[src/rtl/mux_scan_pkg.sv]
// Shared types and helpers for the mux scan sequencer: state encoding,
// channel geometry and the enabled-channel search used to step sel.
package mux_scan_pkg;

    localparam int NUM_CH = 4;
    localparam int SEL_W  = 2;

    typedef enum logic [1:0] {
        IDLE   = 2'd0,
        SETTLE = 2'd1,
        DONE   = 2'd2
    } state_e;

    typedef struct packed {
        logic             found;
        logic [SEL_W-1:0] idx;
    } next_ch_t;

    function automatic next_ch_t lowest_set(input logic [NUM_CH-1:0] mask);
        next_ch_t r;
        r.found = 1'b0;
        r.idx   = '0;
        for (int i = NUM_CH - 1; i >= 0; i--) begin
            if (mask[i]) begin
                r.found = 1'b1;
                r.idx   = SEL_W'(i);
            end
        end
        return r;
    endfunction

    // Only channels strictly above cur qualify, so a scan never wraps around.
    function automatic next_ch_t next_enabled(input logic [NUM_CH-1:0] mask,
                                              input logic [SEL_W-1:0]  cur);
        logic [NUM_CH-1:0] above;
        for (int i = 0; i < NUM_CH; i++) begin
            above[i] = mask[i] && (i > int'(cur));
        end
        return lowest_set(above);
    endfunction

endpackage

[src/rtl/mux_scan_settle_cnt.sv]
// Loadable settle down-counter; zero marks the cycle on which mux_y is sampled.
module mux_scan_settle_cnt #(
    parameter int SETTLE_CYCLES = 2,
    parameter int CNT_W         = 2
) (
    input  logic clk,
    input  logic rst_n,
    input  logic load,
    input  logic dec,
    output logic zero
);

    logic [CNT_W-1:0] cnt_q;
    logic [CNT_W-1:0] cnt_d;

    // A load wins over a decrement; the counter parks at zero otherwise.
    always_comb begin
        cnt_d = cnt_q;
        if (load) begin
            cnt_d = CNT_W'(SETTLE_CYCLES);
        end else if (dec && (cnt_q != '0)) begin
            cnt_d = cnt_q - CNT_W'(1);
        end
    end

    always_ff @(posedge clk or negedge rst_n) begin
        if (!rst_n) begin
            cnt_q <= '0;
        end else begin
            cnt_q <= cnt_d;
        end
    end

    assign zero = (cnt_q == '0);

endmodule

[src/rtl/mux_scan_ctrl.sv]
// Scans the enabled channels of a 4:1 bit mux, samples each after a settle
// time and hands the four captured bits out as one valid/ready snapshot.
module mux_scan_ctrl
    import mux_scan_pkg::*;
#(
    parameter int SETTLE_CYCLES = 2
) (
    input  logic       clk,
    input  logic       rst_n,
    input  logic       start,
    input  logic [3:0] ch_mask,
    output logic [1:0] sel,
    input  logic       mux_y,
    output logic       busy,
    output logic       snap_valid,
    input  logic       snap_ready,
    output logic [3:0] snap_data,
    output logic       start_drop
);

    localparam int CNT_W = (SETTLE_CYCLES > 0) ? $clog2(SETTLE_CYCLES + 1) : 1;

    state_e            state_q, state_d;
    logic [SEL_W-1:0]  sel_q, sel_d;
    logic [NUM_CH-1:0] mask_q, mask_d;
    logic [NUM_CH-1:0] work_q, work_d;
    logic [NUM_CH-1:0] snap_data_q, snap_data_d;
    logic              snap_valid_q, snap_valid_d;
    logic              busy_q, busy_d;
    logic              start_drop_q, start_drop_d;
    logic              cnt_load, cnt_dec, cnt_zero;
    next_ch_t          first_ch, next_ch;

    mux_scan_settle_cnt #(
        .SETTLE_CYCLES (SETTLE_CYCLES),
        .CNT_W         (CNT_W)
    ) u_settle_cnt (
        .clk   (clk),
        .rst_n (rst_n),
        .load  (cnt_load),
        .dec   (cnt_dec),
        .zero  (cnt_zero)
    );

    always_comb begin
        state_d      = state_q;
        sel_d        = sel_q;
        mask_d       = mask_q;
        work_d       = work_q;
        snap_data_d  = snap_data_q;
        snap_valid_d = snap_valid_q;
        cnt_load     = 1'b0;
        cnt_dec      = 1'b0;
        start_drop_d = start && (state_q != IDLE);
        first_ch     = lowest_set(ch_mask);
        next_ch      = next_enabled(mask_q, sel_q);

        case (state_q)
            IDLE: begin
                if (start) begin
                    mask_d = ch_mask;
                    work_d = '0;
                    // An empty mask still produces a (zero) snapshot.
                    if (!first_ch.found) begin
                        snap_data_d  = '0;
                        snap_valid_d = 1'b1;
                        state_d      = DONE;
                    end else begin
                        sel_d    = first_ch.idx;
                        cnt_load = 1'b1;
                        state_d  = SETTLE;
                    end
                end
            end
            SETTLE: begin
                if (!cnt_zero) begin
                    cnt_dec = 1'b1;
                end else begin
                    work_d[sel_q] = mux_y;
                    if (next_ch.found) begin
                        sel_d    = next_ch.idx;
                        cnt_load = 1'b1;
                    end else begin
                        snap_data_d  = work_d;
                        snap_valid_d = 1'b1;
                        state_d      = DONE;
                    end
                end
            end
            DONE: begin
                if (snap_ready) begin
                    snap_valid_d = 1'b0;
                    state_d      = IDLE;
                end
            end
            default: begin
                state_d = IDLE;
            end
        endcase

        busy_d = (state_d != IDLE);
    end

    always_ff @(posedge clk or negedge rst_n) begin
        if (!rst_n) begin
            state_q      <= IDLE;
            sel_q        <= '0;
            mask_q       <= '0;
            work_q       <= '0;
            snap_data_q  <= '0;
            snap_valid_q <= 1'b0;
            busy_q       <= 1'b0;
            start_drop_q <= 1'b0;
        end else begin
            state_q      <= state_d;
            sel_q        <= sel_d;
            mask_q       <= mask_d;
            work_q       <= work_d;
            snap_data_q  <= snap_data_d;
            snap_valid_q <= snap_valid_d;
            busy_q       <= busy_d;
            start_drop_q <= start_drop_d;
        end
    end

    assign sel        = sel_q;
    assign busy       = busy_q;
    assign snap_valid = snap_valid_q;
    assign snap_data  = snap_data_q;
    assign start_drop = start_drop_q;

endmodule

[config.mk]
export PLATFORM = sky130hd
export DESIGN_NAME = mux_scan_ctrl
export DESIGN_NICKNAME = d
export VERILOG_FILES = /design/src/rtl/mux_scan_pkg.sv /design/src/rtl/mux_scan_settle_cnt.sv /design/src/rtl/mux_scan_ctrl.sv
export SDC_FILE = /design/constraint.sdc
export NUM_CORES = 1
export LEC_CHECK = 0
export ABC_CLOCK_PERIOD_IN_PS = 2000
export CELL_PAD_IN_SITES_DETAIL_PLACEMENT = 1
export CELL_PAD_IN_SITES_GLOBAL_PLACEMENT = 1
export CORE_AREA = 10 10 65 67
export CTS_CLUSTER_DIAMETER = 40
export DETAILED_ROUTE_END_ITERATION = 12
export DIE_AREA = 0 0 75 77
export GPL_TIMING_DRIVEN = 0
export PLACE_DENSITY = 0.85
export SLEW_MARGIN = 15
export SYNTH_ARGS = -nofsm -noshare
export SYNTH_HDL_FRONTEND = slang
export SYNTH_SLANG_ARGS = --single-unit
[constraint.sdc]
create_clock -name clk -period 2 [get_ports clk]
set_input_delay 0.4 -clock clk [delete_from_list [all_inputs] [get_ports clk]]
set_output_delay 0.4 -clock clk [all_outputs]
set_load 0.005 [all_outputs]
### Word level (Yosys, flattened, before mapping)

Index checks and enable logic that the tools add are counted.

| operators by class | value |
|---|---|
| order comparisons | 5 |
| reductions and logical operators | 19 |
| equal/unequal tests | 9 |
| $add $sub $neg | 1 |
| multiplexer cells | 44 |

Operators by type and width:

| kind | count |
|---|---|
| two-way mux 4 bit | 6 |
| two-way mux 2 bit | 11 |
| two-way mux 3 bit | 7 |
| case mux 4 bit (2 select lines) | 2 |
| != test 2 bit (second input constant) | 7 |
| two-way mux 1 bit | 12 |
| AND reduction 5 bit | 2 |
| nonzero test 2 bit | 5 |
| logical AND 1 bit | 6 |
| case mux 2 bit (3 select lines) | 1 |
| AND reduction 6 bit | 1 |
| bitwise mux 4 bit | 1 |
| greater-than comparator 2 bit (first input constant) | 2 |
| logical NOT 2 bit | 2 |
| case mux 2 bit (2 select lines) | 1 |
| < comparator 2 x 3 -> 1 bit (second input constant) | 1 |
| case mux 1 bit (3 select lines) | 1 |
| AND reduction 3 bit | 1 |
| nonzero test 3 bit | 1 |
| demux 1 bit (select 2 bit) | 1 |
| == test 2 x 1 -> 1 bit (second input constant) | 1 |
| == test 2 bit (second input constant) | 1 |
| greater-or-equal comparator 2 x 1 -> 1 bit (second input constant) | 1 |
| greater-than comparator 1 x 2 -> 1 bit (first input constant) | 1 |
| other kinds (3) | 3 |

| word-level totals | value |
|---|---|
| logic and storage cells | 87 |
| input port bits | 9 |
| register bits | 21 |
| output and inout port bits | 9 |

### Longest topological paths before layout

| depth | value |
|---|---|
| word-level depth | 9 |
| depth in mapped cells | 7 |
| gate-level depth less buffers | 6 |

### Hierarchy

From an unflattened synthesis, not the netlist that was laid out.

| second synthesis, totals | value |
|---|---|
| cell total of the unflattened synthesis | 113 |
| area, all modules | 1119.8 µm² |

By module, submodules not included:

| module | seq. area each (µm²) | area an instance (µm²) | instances | cells an instance |
|---|---|---|---|---|
| mux_scan_ctrl | 450.4 | 991.0 | 1 | 101 |
| mux_scan_settle_cnt | 50.0 | 128.9 | 1 | 12 |

### Least setup slack after synthesis

No wires, ideal clock.

| timing | value |
|---|---|
| kind | reg2reg |
| from | reg sel_q[1], in the netlist sel[1] |
| to | reg sel_q[0], in the netlist sel[0] |
| required time | 1.875 ns |
| slack | 0.527 ns |
| period minus slack after synthesis | 1.473 ns |
| cell stages (with the launch flop) | 6 |
| arrival time | 1.348 ns |
| path buffers | 1 |
| library setup time | 0.125 ns |
| cell sequence | dfrtp_1 > buf_6 > inv_1 > o21ai_2 > o311ai_4 > mux2_4 |

| between the ends | value |
|---|---|
| word-level cells in the longest chain between the ends | 8 |
| elaborated cells on any way between the ends | 14 |
| classes of those cells | order compare (3); eq/ne (1); mux (6); reduce/logical (4) |

RTL lines:

| element | line | RTL |
|---|---|---|
| start, declared | mux_scan_ctrl.sv:24 | `logic [SEL_W-1:0] sel_q, sel_d;` |
| start signal, assigned | mux_scan_ctrl.sv:116 | `sel_q <= sel_d;` |
| greater-than comparator 2 bit | mux_scan_pkg.sv:37 | `above[i] = mask[i] && (i > int'(cur));` |
| logical AND 1 bit | mux_scan_pkg.sv:37 |  |
| two-way mux 3 bit (2 in series) | mux_scan_pkg.sv:24 | `if (mask[i]) begin` |
| two-way mux 3 bit * | mux_scan_pkg.sv:24 |  |
| two-way mux 2 bit | mux_scan_ctrl.sv:80 | `if (next_ch.found) begin` |
| two-way mux 2 bit | mux_scan_ctrl.sv:76 | `if (!cnt_zero) begin` |
| case mux 2 bit (2 select lines) | mux_scan_ctrl.sv:58 | `case (state_q)` |

Mark *: on every way between the ends. The rest lies on a longest branch, timed or not. The select of a mux whose other input is x is not followed.
A chain may end at the register's enable or synchronous reset.

### Worst setup path after layout

| timing | value |
|---|---|
| from | in start |
| to | reg sel_q[0], in the netlist sel[0] |

| between the ends | value |
|---|---|
| word-level cells in the longest chain between the ends | 2 |

RTL lines:

| element | line | RTL |
|---|---|---|
| start, declared | mux_scan_ctrl.sv:10 | `input logic start,` |
| != test 2 bit (no source line) | - |  |
| AND reduction 5 bit (no source line) | - |  |

Every way passes these cells.

==> flow_summary.yaml <==
cts:
  root_buffer: "clkbuf_4"
  htreeDepth: 1
  numCtsBuffers: 3
  cts_tree: "built"
  clk_latency_ns: 0.30
  cts_sinks: 20
  post_cts_buffers: 0
  holdBufCountCts: 0
  cts_resized: 0
  cts_max_path_buffers: 2
  clkTransAtPathRegs_ns: 0.12
synthesis:
  yosys_most_used_dff: "dfrtp_1"
  ys_ff_latch: 20
  synth_top_family_by_area: "compound AO/OA/AOI/OAI gates"
  synthXorXnorAreaFrac_pct: 0
  yosys.cell_types.count: 42
  synth_mux_area_share_pct: 7.76
  yosys.area_share.simple_pct: 18.5
  synth_area_leaders: "dfrtp_1 (43%), mux2_2 (3.9%), nand2_1 (3.2%)"
  synth_top_area_share_pct: 43.1
  syn_inst: 112
  yosys_warnings: 0
  synth_compound_area_share_pct: 23.1
  syn_nets: 122
  synth_top_cell_by_area: "dfrtp_1"
  synth-seq-area-share_pct: 43.1
  syn-cell-area_um2: 1160
  synth_edf_count: 0
  ys_async_sr_fraction_pct: 100
  synth_adder_area_share_pct: 1.08
  syn_area_per_cell_um2: 10.4
drt:
  drtAntennaViolNets: 0
  drt-total-wl_um: 2880
  drt_iter0_markers: 50
  vias: 921
  drc: 0
  vias_per_cell: 5.55
  firstDrtPassIters: 4
  wire_per_inst_um: 17.4
critical_path:
  cp_max_fo: 5
  r2r_slack_ns: 0.29
  cp_data_required_time_ns: 2.20
  crit_start: "start"
  critical_path.startpoint_type: "primary input"
  endpoint_kind: "flop"
  timing.rr.start: "u_settle_cnt.cnt_q[0]$_DFFE_PN0P_"
  crit_type: "primary input to flop"
  reg2reg_depth: 7
  crit_arrival_ns: 1.97
  r2r_end: "work_q[0]$_DFFE_PN0P_"
worst_hold_path:
  worstHoldPathType: "flop to flop"
  hold_path_end: "work_q[1]$_DFFE_PN0P_"
  holdPathStages: 2
  min-delay-start: "work_q[1]$_DFFE_PN0P_"
grt:
  grt_usage_pct: 11.1
  grt_pass1_wl_um: 5090
  grt_pass1_vias: 1040
  antenna_found_initial: 0
  grt_max_degree: 21
  overflow: 0
flow_run:
  cap_violations: 0
finish:
  layout.nets: 144
  fin_util_pct: 47.3
  fillers: 354
  drive_above_1_share_pct: 19.5
  final_cells: 166
  diodes: 0
  area_growth_pct: 21.3
sta:
  tns_ns: 0
  fin_skew_ns: 0.00609
  tightest_slew_ns: 0.933
  min_period_over_period_pct: 88.4
  drv_slew: 0
  finalCriticalPeriod_ns: 1.77
  relSlewSlack_pct: 37.6
  finalHoldViolCount: 0
  rsz0062_at_grt: "no"
  setup_viol: 0
  fmaxAchievable_mhz: 565
  layout_setup_ws_ns: 0.231
floorplanning:
  initial_core_util_pct: 39.0
  num_rows: 20
  die_area_um2: 5780
  die_x_um: 75
  io_pins: 18
  core_area_um2: 2980
  die_height_um: 77
power_and_ir_drop:
  design_power_total_mw: 2.26
  powerDensity_nw_per_um2: 1610
  p_leak_nw: 0.606
  worst_ir_drop_vdd_mv: 0.586
placement:
  gp_congestion: 0.720
  dpl.hpwl_um: 2190
  portBuffers: 17
  dp_cells: 162
  post-place-ws_ns: -0.0817
outcome:
  status: "finished clean"
cells in the final DEF, fill, tap and decap left out, types with 4 or more instances in the layout:
| cell | count |
|---|---|
| nor2_1 | 8 |
| o21ai_0 | 6 |
| mux2_2 | 4 |
| clkdlybuf4s50_1 | 17 |
| nand2_1 | 10 |
| o221ai_1 | 4 |
| nor2b_1 | 5 |
| dfrtp_1 | 20 |
| inv_1 | 8 |
layer usage:
metal | track usage (%) | up-vias | part of all wire [%]
li1 | - | 445 | -
met1 | 13.5 | 466 | 43
met2 | 18.2 | 8 | 53
met3 | 1.93 | 2 | 2.7
met4 | 5.11 | 0 | 1.4
met5 | 0 | - | 0
logic make-up (layout without fill, tap and decap cells):
group / count (synthesis) / after routing
AND/OR/NAND/NOR: 37 / 37
AO/OA/AOI/OAI: 32 / 32
flip-flops: 20 / 20
buffers and inverters: 14 / 35
multiplexers: 8 / 8
adder cells (fa/ha/maj): 1 / 1
cell type report:
type                    count  area, um^2  area share (%)
multi-input cells          78         586            41.6
flip-flops and latches     20         500            35.5
repair buffers             17         170            12.1
plain buffers               6        45.0            3.20
well taps                  33        41.3            2.93
clock buffers               4        36.3            2.58
inverters                   8        30.0            2.13
report_power, final:
part | switching [mW] | internal (mW)
Clock | 0.127 | 0.111
Sequential | 0.141 | 0.582
Combinational | 0.673 | 0.628
worst max-delay path by stage:
stage / end / slack, ns / cells past startpoint
final: sel[0]$_DFFE_PN0P_ / 0.23 / 5
after global routing: work_q[0]$_DFFE_PN0P_ / 0.07 / 7
after CTS: sel[0]$_DFFE_PN0P_ / 0.25 / 5
after detailed placement: sel[0]$_DFFE_PN0P_ / -0.08 / 5
after global placement: sel[0]$_DFFE_PN0P_ / -0.07 / 5
after floorplan: sel[0]$_DFFE_PN0P_ / 0.53 / 5
worst max-delay path: stages:
cell and delay [ns]:
clkdlybuf4s50_1 0.55, nor3b_2 0.46, nand2b_4 0.13, o311ai_4 0.10, mux2_4 0.32
cell usage after synthesis, types with 2 or more instances:
cell type,instances
dfrtp_1,20
mux2i_1,3
nor2b_1,5
nand2b_1,3
a21oi_1,2
o31ai_1,3
nor3_1,3
mux2_2,4
nor2_1,8
o221ai_1,4
nand2_1,10
inv_1,8
buf_6,2
a31o_2,2
buf_2,3
o21ai_0,6
per-stage QoR:
stage	hold slack (ns)	area, um^2
final	0.508	1410
after global routing	0.532	1410
after CTS	0.506	1410
after detailed placement	0.475	1370
after global placement	0.453	1370
after floorplan	0.104	1160
registers in the layout (all words and copies together) (netlist names):
signal and count:
start_drop 1, snap_data 4, sel 2, mask_q 3
u_settle_cnt.cnt_q 2, work_q 4, busy 1, state_q 2
snap_valid 1
No activity file was read; power rests on OpenSTA's default activity.
